<file path="src/rtl/fifo_csr_pkg.sv">
// Shared register map and bit positions for the register-mapped FIFO master.
package fifo_csr_pkg;

   localparam int REG_DATA   = 0;
   localparam int REG_STAT   = 1;
   localparam int REG_LEVEL  = 2;
   localparam int REG_CTRL   = 3;
   localparam int REG_THRESH = 4;

   localparam int STAT_FULL  = 0;
   localparam int STAT_EMPTY = 1;
   localparam int STAT_OVF   = 2;
   localparam int STAT_UNF   = 3;
   localparam int STAT_THR   = 4;

   localparam int CTRL_FLUSH  = 0;
   localparam int CTRL_IRQ_EN = 1;

endpackage

</file>
<file path="src/rtl/sync_fifo.sv">
// Synchronous FIFO with wrap-bit pointers; head word is presented combinationally.
module sync_fifo #(
   parameter int DATA_W = 8,
   parameter int DEPTH  = 16,
   localparam int AW    = $clog2(DEPTH),
   localparam int CNT_W = $clog2(DEPTH + 1)
) (
   input  logic              clk,
   input  logic              rst,
   input  logic              push,
   input  logic              pop,
   input  logic              flush,
   input  logic [DATA_W-1:0] wdata,
   output logic [DATA_W-1:0] rdata,
   output logic              full,
   output logic              empty,
   output logic [CNT_W-1:0]  level
);

   logic [DATA_W-1:0] mem [DEPTH];
   logic [AW:0]       wr_ptr;
   logic [AW:0]       rd_ptr;

   always_ff @(posedge clk) begin
      if (rst || flush) begin
         wr_ptr <= '0;
         rd_ptr <= '0;
      end else begin
         if (push && !full)
            wr_ptr <= wr_ptr + 1'b1;
         if (pop && !empty)
            rd_ptr <= rd_ptr + 1'b1;
      end
   end

   // Storage is deliberately not reset; contents are don't-care when empty.
   always_ff @(posedge clk) begin
      if (push && !full && !flush)
         mem[wr_ptr[AW-1:0]] <= wdata;
   end

   assign full  = (wr_ptr[AW-1:0] == rd_ptr[AW-1:0]) && (wr_ptr[AW] != rd_ptr[AW]);
   assign empty = (wr_ptr == rd_ptr);
   assign level = CNT_W'(wr_ptr - rd_ptr);
   assign rdata = mem[rd_ptr[AW-1:0]];

endmodule

</file>
<file path="src/rtl/fifo_csr_master.sv">
// Register-bus front end for sync_fifo: decode, sticky error flags, threshold,
// flush/irq control and a one-cycle registered response path.
module fifo_csr_master
   import fifo_csr_pkg::*;
#(
   parameter int DATA_W = 8,
   parameter int DEPTH  = 16,
   parameter int ADDR_W = 3
) (
   input  logic              clk,
   input  logic              rst,
   input  logic              enable,
   input  logic [ADDR_W-1:0] addr,
   input  logic              write,
   input  logic              read,
   input  logic [DATA_W-1:0] wdata,
   output logic [DATA_W-1:0] rdata,
   output logic              resp,
   output logic              err,
   output logic              irq
);

   localparam int CNT_W = $clog2(DEPTH + 1);

   logic              fifo_full;
   logic              fifo_empty;
   logic [CNT_W-1:0]  fifo_level;
   logic [DATA_W-1:0] fifo_head;
   logic              push;
   logic              pop;
   logic              flush;

   logic              ovf_q;
   logic              unf_q;
   logic              irq_en_q;
   logic [CNT_W-1:0]  thresh_q;

   logic              ovf_set;
   logic              unf_set;
   logic              ovf_clr;
   logic              unf_clr;
   logic              ctrl_wr;
   logic              thresh_wr;
   logic              err_d;
   logic [DATA_W-1:0] rdata_d;
   logic              thresh_hit;
   logic [31:0]       reg_sel;

   sync_fifo #(
      .DATA_W (DATA_W),
      .DEPTH  (DEPTH)
   ) u_fifo (
      .clk   (clk),
      .rst   (rst),
      .push  (push),
      .pop   (pop),
      .flush (flush),
      .wdata (wdata),
      .rdata (fifo_head),
      .full  (fifo_full),
      .empty (fifo_empty),
      .level (fifo_level)
   );

   assign reg_sel    = 32'(addr);
   assign thresh_hit = (fifo_level >= thresh_q);

   always_comb begin
      push      = 1'b0;
      pop       = 1'b0;
      flush     = 1'b0;
      ovf_set   = 1'b0;
      unf_set   = 1'b0;
      ovf_clr   = 1'b0;
      unf_clr   = 1'b0;
      ctrl_wr   = 1'b0;
      thresh_wr = 1'b0;
      err_d     = 1'b0;
      rdata_d   = '0;
      if (enable && read && write) begin
         err_d = 1'b1;
      end else if (enable && (read || write)) begin
         case (reg_sel)
            REG_DATA:
               if (write) begin
                  if (fifo_full) begin
                     ovf_set = 1'b1;
                     err_d   = 1'b1;
                  end else begin
                     push = 1'b1;
                  end
               end else if (fifo_empty) begin
                  unf_set = 1'b1;
                  err_d   = 1'b1;
               end else begin
                  pop     = 1'b1;
                  rdata_d = fifo_head;
               end
            REG_STAT:
               if (write) begin
                  ovf_clr = wdata[STAT_OVF];
                  unf_clr = wdata[STAT_UNF];
               end else begin
                  rdata_d[STAT_FULL]  = fifo_full;
                  rdata_d[STAT_EMPTY] = fifo_empty;
                  rdata_d[STAT_OVF]   = ovf_q;
                  rdata_d[STAT_UNF]   = unf_q;
                  rdata_d[STAT_THR]   = thresh_hit;
               end
            REG_LEVEL:
               if (read)
                  rdata_d[CNT_W-1:0] = fifo_level;
            REG_CTRL:
               if (write) begin
                  flush   = wdata[CTRL_FLUSH];
                  ctrl_wr = 1'b1;
               end else begin
                  rdata_d[CTRL_IRQ_EN] = irq_en_q;
               end
            REG_THRESH:
               if (write)
                  thresh_wr = 1'b1;
               else
                  rdata_d[CNT_W-1:0] = thresh_q;
            default:
               err_d = 1'b1;
         endcase
      end
   end

   // Sticky flags: a set on the same edge as a write-1-to-clear wins.
   always_ff @(posedge clk) begin
      if (rst) begin
         resp     <= 1'b0;
         err      <= 1'b0;
         rdata    <= '0;
         irq      <= 1'b0;
         ovf_q    <= 1'b0;
         unf_q    <= 1'b0;
         irq_en_q <= 1'b0;
         thresh_q <= CNT_W'(DEPTH / 2);
      end else begin
         resp  <= enable;
         err   <= err_d;
         rdata <= rdata_d;
         irq   <= irq_en_q & (ovf_q | unf_q | thresh_hit);
         ovf_q <= (ovf_q & ~ovf_clr) | ovf_set;
         unf_q <= (unf_q & ~unf_clr) | unf_set;
         if (ctrl_wr)
            irq_en_q <= wdata[CTRL_IRQ_EN];
         if (thresh_wr)
            thresh_q <= wdata[CNT_W-1:0];
      end
   end

endmodule

</file>
<file path="config.mk">
export PLATFORM = sky130hd
export DESIGN_NAME = fifo_csr_master
export DESIGN_NICKNAME = d
export VERILOG_FILES = /design/src/rtl/fifo_csr_pkg.sv /design/src/rtl/sync_fifo.sv /design/src/rtl/fifo_csr_master.sv
export SDC_FILE = /design/constraint.sdc
export NUM_CORES = 1
export LEC_CHECK = 0
export ABC_AREA = 1
export CORE_MARGIN = 3
export CORE_UTILIZATION = 35
export DETAILED_ROUTE_END_ITERATION = 10
export PLACE_DENSITY = 0.6
export SYNTH_ARGS = -nofsm -noshare
export SYNTH_HDL_FRONTEND = slang
export SYNTH_SLANG_ARGS = --single-unit
export TNS_END_PERCENT = 20
</file>
<file path="constraint.sdc">
create_clock -name clk -period 5.75 [get_ports clk]
set_input_delay 1.15 -clock clk [delete_from_list [all_inputs] [get_ports clk]]
set_output_delay 1.15 -clock clk [all_outputs]
set_load 0.01 [all_outputs]
</file>
After elaboration in Yosys (flattened, before gate mapping)
Memory sizes are Yosys's and may differ from the RTL's. A register that Yosys moved wholly into a read port is not among the register bits.
Cells that the tools add are included.
{ "word_totals": {"output_inout_bits": 11, "ff_bits": 29, "memories": 1, "ram_bits": 128, "in_bits": 16} }
{ "op_classes": {"reduce_logical": 16, "n_bitwise": 11, "order_cmp": 1, "eq_ne": 7, "add_sub_neg": 3, "mux": 56} }
{ "memory_table": {"columns": ["name", "depth", "word_bits", "read_ports", "rd_ports_with_merged_regs", "wr", "line_no", "text"], "rows": [
  ["u_fifo.mem", 16, 8, 1, 1, 1, "sync_fifo.sv:20", "logic [DATA_W-1:0] mem [DEPTH];"]
]} }
{ "ops": {"columns": ["operator", "count"], "rows": [
  ["1-bit two-way mux", 45],
  ["32-bit zero test", 1],
  ["5-bit two-way mux", 5],
  ["3-bit case mux with 4 select lines", 1],
  ["5-bit by 1-bit adder with 5-bit output, second input constant", 2],
  ["4-bit two-way mux", 2],
  ["1-bit logical AND", 7],
  ["3-bit by 2-bit == test with 1-bit output, second input constant", 2],
  ["6-bit OR reduction", 1],
  ["5-bit == test", 1],
  ["5-bit greater-or-equal comparator", 1],
  ["1-bit case mux with 5 select lines", 1],
  ["5-bit subtractor", 1],
  ["4-bit == test", 1],
  ["1-bit inverter", 4],
  ["1-bit OR", 4],
  ["1-bit case mux with 4 select lines", 1],
  ["4-bit OR reduction", 1],
  ["1-bit AND", 3],
  ["3-bit by 1-bit == test with 1-bit output, second input constant", 1],
  ["3-bit == test, second input constant", 1],
  ["1-bit zero test", 3],
  ["3-bit OR reduction", 1],
  ["1-bit logical OR", 2],
  ["2 further kinds", 2]
]} }

Logic depth before layout (Yosys ltp)
{ "logic_depth": {"depth_word": 11, "mapped_depth": 16, "ltp_nobuf": 16} }

Hierarchy
A second synthesis with hierarchy kept.
{ "hier_totals": {"hier_cells": 813, "hier_area_um2": 7485.9} }
{ "modules_own_cells": {"columns": ["module", "area_per_inst_um2", "cells_per_inst", "instances"], "rows": [
  ["sync_fifo", 6452.4, 658, 1],
  ["fifo_csr_master", 1033.5, 155, 1]
]} }

Worst setup path before layout
No wires, ideal clock.
{ "synth_path": {"path_type": "input to register", "from": "input port addr[1]", "to": "memory u_fifo.mem[2][0], enable pin", "setup_time_ns": 0.383, "path_buffers": 0, "arrival_time_ns": 2.349, "setup_slack_ns": 3.018, "path_stages": 7, "cell_sequence": "nor2_1 nand2_1 nor2_4 nand2_4 inv_6 nand2_1 nor3_1"} }
{ "synth_between": {"elab_chain_cells": 8} }
{ "synth_lines": {"columns": ["item", "line_no", "text"], "rows": [
  ["from (decl)", "fifo_csr_master.sv:13", "input logic [ADDR_W-1:0] addr,"],
  ["32-bit zero test or 3-bit by 2-bit == test with 1-bit output (tied branches)", "fifo_csr_master.sv:83", "case (reg_sel)"],
  ["1-bit two-way mux", "fifo_csr_master.sv:83", null],
  ["1-bit two-way mux", "fifo_csr_master.sv:82", "end else if (enable && (read || write)) begin"],
  ["1-bit two-way mux", "fifo_csr_master.sv:80", "if (enable && read && write) begin"],
  ["1-bit logical AND or 1-bit zero test (tied branches)", "sync_fifo.sv:38", "if (push && !full && !flush)"],
  ["1-bit logical AND (*)", "sync_fifo.sv:38", null],
  ["1-bit two-way mux (*)", "sync_fifo.sv:38", null],
  ["1-bit two-way mux (not written as such) (*)", "sync_fifo.sv:39", "mem[wr_ptr[AW-1:0]] <= wdata;"],
  ["to (decl)", "sync_fifo.sv:20", null]
]} }
Mark *: on every way between the ends. The rest lies on a longest branch, timed or not.

Worst setup path after layout
{ "layout_path": {"from": "input port write", "to": "memory u_fifo.mem[2][5], enable pin"} }
{ "layout_between": {"elab_chain_cells": 8} }
{ "layout_lines": {"columns": ["item", "line_no", "text"], "rows": [
  ["from (decl)", "fifo_csr_master.sv:14", "input logic write,"],
  ["1-bit two-way mux, or another cell as far along", "fifo_csr_master.sv:85", "if (write) begin"],
  ["1-bit two-way mux or 1-bit logical AND (tied branches)", "fifo_csr_master.sv:83, fifo_csr_master.sv:82", null],
  ["1-bit two-way mux", "fifo_csr_master.sv:82", null],
  ["1-bit two-way mux", "fifo_csr_master.sv:80", null],
  ["1-bit logical AND or 1-bit zero test (tied branches)", "sync_fifo.sv:38", null],
  ["1-bit logical AND (*)", "sync_fifo.sv:38", null],
  ["1-bit two-way mux (*)", "sync_fifo.sv:38", null],
  ["1-bit two-way mux (not written as such) (*)", "sync_fifo.sv:39", null]
]} }
Marked as above.

==> metrics.md <==
| Metric | Value |
|---|---|
| Share of cells above drive strength 1 | `6.35%` |
| Total inserted antenna cells | `0` |
| Result of the run | `complete, no violations` |
| Final-report setup violation count | `0` |
| Total number of vias | `4841` |
| Terminus of the critical flop-to-flop path | `u_fifo.mem[2][5]$_DFFE_PP_` |
| Longest individual stage delay on the worst path | `850 ps` |
| Endpoint class of the critical path | `register` |
| PnR worst setup slack | `2480 ps` |
| Clock latency of the later-clocked register in the worst-skew pair | `420 ps` |
| Area added between synthesis and finish | `14.9%` |
| Routed Antenna Nets | `0` |
| Number of setup buffers added after CTS | `0` |
| Critical path peak fanout | `10` |
| Register-to-register setup slack | `3070 ps` |
| TritonCTS clock tree | `done` |
| Synthesized instance count | `639` |
| Largest net degree at the start of global routing | `75` |
| Pwr/cell area | `295 mW/mm²` |
| Vert. Die Dim | `146 µm` |
| Final Wtd Congestion | `0.890` |
| Total I/O pin count | `27` |
| Area enclosed by the die boundary | `0.0214 mm²` |
| Maxcap violations | `0` |
| Final period util | `56.8%` |
| Series of cell instances along the critical path | `clkdlybuf4s50_1 > nand3_4 > nor2_4 > nand2_4 > inv_6 > nand2_1 > nor3_1` |
| Grt met1 use | `21.3%` |
| Layout Cells excl Fill | `937` |
| Core occupancy in the finished layout | `41.6%` |
| Setup TNS | `0 ps` |
| Number of cells on the critical path | `7` |
| Number of levels in the clock H-tree | `4` |
| CTS hold repair buffers | `0` |
| Setup skew after layout | `9.14 ps` |
| Number of warnings issued by yosys | `0` |
| Number of nets in the finished design | `695` |
| Transition at the pin with the smallest max-transition slack | `1110 ps` |
| Highest attainable clock frequency | `306 MHz` |
| Port Buffer Count | `26` |
| Most common cell after layout, fill and taps aside | `sky130_fd_sc_hd__edfxtp_1` |
| Total CTS buffers | `17` |
| Wire length of the first global-routing pass | `26500 µm` |
| Average instance area after synthesis | `10.8 µm²` |
| Vias in the first global route | `4755` |
| Worst-case reg-to-reg path depth | `9` |
| End point of the most critical hold path | `irq$_SDFF_PP0_` |
| Reg clk slew, reported paths | `60 ps` |
| Final global-route overflow total | `0` |
| Post-layout power | `2.33 mW` |
| Die Wd | `146 µm` |
| Final hold slack | `488 ps` |
| Busiest layer in global routing | `met2` |
| CP arrival | `3310 ps` |
| Post-place setup slack | `2060 ps` |
| Cell chosen for the clock root | `sky130_fd_sc_hd__clkbuf_16` |
| Effective utilization at floorplan | `36.3%` |
| Core area | `0.0190 mm²` |
| Placed Instance Area | `0.00739 mm²` |
| Number of distinct standard cells referenced by the synthesized netlist | `35` |
| Global router's overall resource usage | `16.2%` |
| Slowest CP cell | `sky130_fd_sc_hd__nor3_1` |
| Placed wire-length estimate after detailed placement | `11200 µm` |
| CP Class | `in -> reg` |
| Number of core rows | `50` |
| Global Route met2 Usage | `26.4%` |
| R2R Path Start | `u_fifo.rd_ptr[2]$_SDFFE_PP0P_` |
| Proportion of synthesized chip area in sequential cells | `65.3%` |
| Cell count of the worst hold path | `2` |
| Category of cells accounting for the largest share of critical-path delay | `simple AND/OR/NAND/NOR gates` |
| Unrepaired setup endpoints after global routing | `false` |
| Max-slew violation total from the final report | `0` |
| Netlist area before placement | `0.00690 mm²` |
| Leakage power of the design | `2.81 nW` |
| Total Routed Length | `17100 µm` |
| Leading cell types in the layout, fill and taps excluded | `sky130_fd_sc_hd__edfxtp_1, sky130_fd_sc_hd__nand2_1, sky130_fd_sc_hd__nand3_1, sky130_fd_sc_hd__nor2_1, sky130_fd_sc_hd__inv_1` |
| Relative slew slack | `25.7%` |
| Required time worst endpoint | `5790 ps` |
| Post-route minimum period | `3270 ps` |
| DRC violations left | `0` |
| Global routing met3 resource utilization | `3.63%` |
| Detailed router's first-iteration violation count | `650` |
| Post-cts repair resize count | `0` |
| Number of cells after detailed placement | `905` |
| Worst min-delay path startpoint | `irq_en_q$_SDFFE_PP0P_` |
| Final standard cell area without fillers | `0.00792 mm²` |
| Routed length per instance | `18.2 µm` |
| Detailed Routing Iterations Pass 1 | `7` |
| Filler Cell Count | `1805` |
| Launching element of the worst setup path | `write` |
| Largest buffer count on any clock path | `2` |
| Synth Register Bits | `161` |
| Antenna violations before repair | `0` |
| Number of sinks on the clock net | `161` |
| Final Hold Viols | `0` |
| Detailed-route vias per instance | `5.17` |
| Type of origin of the critical path | `primary input` |
| Number of nets in the synthesized netlist | `670` |
| Worst path bufs/invs | `2` |
| Tightest Hold Check Type | `reg -> reg` |
| Peak supply drop | `133 µV` |
==> cell usage after synthesis <==
cell | number | area share [%]
sky130_fd_sc_hd__o31ai_1 | 1 | 0.11
sky130_fd_sc_hd__nand3_2 | 1 | 0.15
sky130_fd_sc_hd__o221ai_1 | 2 | 0.25
sky130_fd_sc_hd__inv_6 | 1 | 0.13
sky130_fd_sc_hd__xnor2_1 | 3 | 0.38
sky130_fd_sc_hd__edfxtp_1 | 128 | 56
sky130_fd_sc_hd__nor2_1 | 68 | 3.7
sky130_fd_sc_hd__a21oi_1 | 35 | 2.5
sky130_fd_sc_hd__fa_1 | 1 | 0.29
sky130_fd_sc_hd__ha_1 | 14 | 2.5
sky130_fd_sc_hd__nand2_4 | 2 | 0.33
sky130_fd_sc_hd__o21a_1 | 4 | 0.44
sky130_fd_sc_hd__clkbuf_1 | 5 | 0.27
sky130_fd_sc_hd__nor2_2 | 1 | 0.091
sky130_fd_sc_hd__nand3b_1 | 1 | 0.11
sky130_fd_sc_hd__o211ai_1 | 12 | 1.3
sky130_fd_sc_hd__nand4_1 | 7 | 0.64
sky130_fd_sc_hd__nand3_4 | 1 | 0.25
sky130_fd_sc_hd__nor3b_2 | 1 | 0.18
sky130_fd_sc_hd__o22ai_1 | 2 | 0.18
sky130_fd_sc_hd__nand2_1 | 99 | 5.4
sky130_fd_sc_hd__nor3_1 | 11 | 0.80
sky130_fd_sc_hd__inv_2 | 3 | 0.16
sky130_fd_sc_hd__o21ai_1 | 2 | 0.15
sky130_fd_sc_hd__xor2_1 | 4 | 0.51
sky130_fd_sc_hd__nor2_4 | 2 | 0.33
sky130_fd_sc_hd__a31oi_1 | 1 | 0.091
sky130_fd_sc_hd__buf_4 | 2 | 0.22
sky130_fd_sc_hd__nand3_1 | 70 | 5.1
sky130_fd_sc_hd__nor2_8 | 1 | 0.29
sky130_fd_sc_hd__dfxtp_1 | 33 | 9.6
sky130_fd_sc_hd__o21ai_0 | 51 | 3.7
sky130_fd_sc_hd__buf_2 | 15 | 1.1
sky130_fd_sc_hd__buf_1 | 1 | 0.054
sky130_fd_sc_hd__inv_1 | 54 | 2.9
==> routing by layer <==
layer	wire length (µm)	up-vias	part of all wire, %
met5	0	-	0
met4	361	0	2.1
met3	988	31	5.8
met2	8400	165	49
met1	7330	2363	43
li1	-	2282	-
==> final cells by class <==
cell class	instances	area [µm²]	share of cell area [%]
Sequential cell	161	4510	56.9
Multi-Input combinational cell	397	2060	26.0
Clock buffer	18	429	5.42
Tap cell	260	325	4.11
Timing Repair Buffer	29	283	3.57
Inverter	58	223	2.81
Clock inverter	14	98.8	1.25
==> sequential cells by signal, summed over array words and instances (netlist names), named ones only <==
name / flops
irq: 1
u_fifo.mem: 128
irq_en_q: 1
unf_q: 1
ovf_q: 1
resp: 1
u_fifo.wr_ptr: 5
thresh_q: 5
err: 1
rdata: 8
u_fifo.rd_ptr: 5
==> report_power, final <==
group,switching (mW),leakage (nW),internal (mW)
Combinational,0.0443,1.15,0.0178
Clock,0.431,0.249,0.583
Sequential,0.00108,1.42,1.26
==> tightest hold or removal path: cells and delay by family (launching register included) <==
family	cells	cell delay (ps)
flip-flops	1	330
AND/OR/NAND/NOR	1	80
buffers and inverters	1	40
==> how the worst max path moves through the flow <==
stage / endpoint / slack (ps)
after floorplan: u_fifo.mem[2][0]$_DFFE_PP_ / 3020
after global placement: u_fifo.mem[2][5]$_DFFE_PP_ / 2240
after detailed placement: u_fifo.mem[2][1]$_DFFE_PP_ / 2060
after CTS: u_fifo.mem[2][0]$_DFFE_PP_ / 2510
after global routing: u_fifo.mem[2][0]$_DFFE_PP_ / 2290
final: u_fifo.mem[2][5]$_DFFE_PP_ / 2480
==> cell families after synthesis <==
| logic type | after synthesis | share of synthesized area [%] |
|---|---|---|
| AOI/OAI and AO/OA | 110 | 8.76 |
| xor gates and xnor gates | 7 | 0.889 |
| adders and majority gates | 15 | 2.83 |
| buffers and inverters | 81 | 4.86 |
| DFF | 161 | 65.3 |
| and+or+nand+nor | 265 | 17.3 |
(Power assumes the default switching activity.)
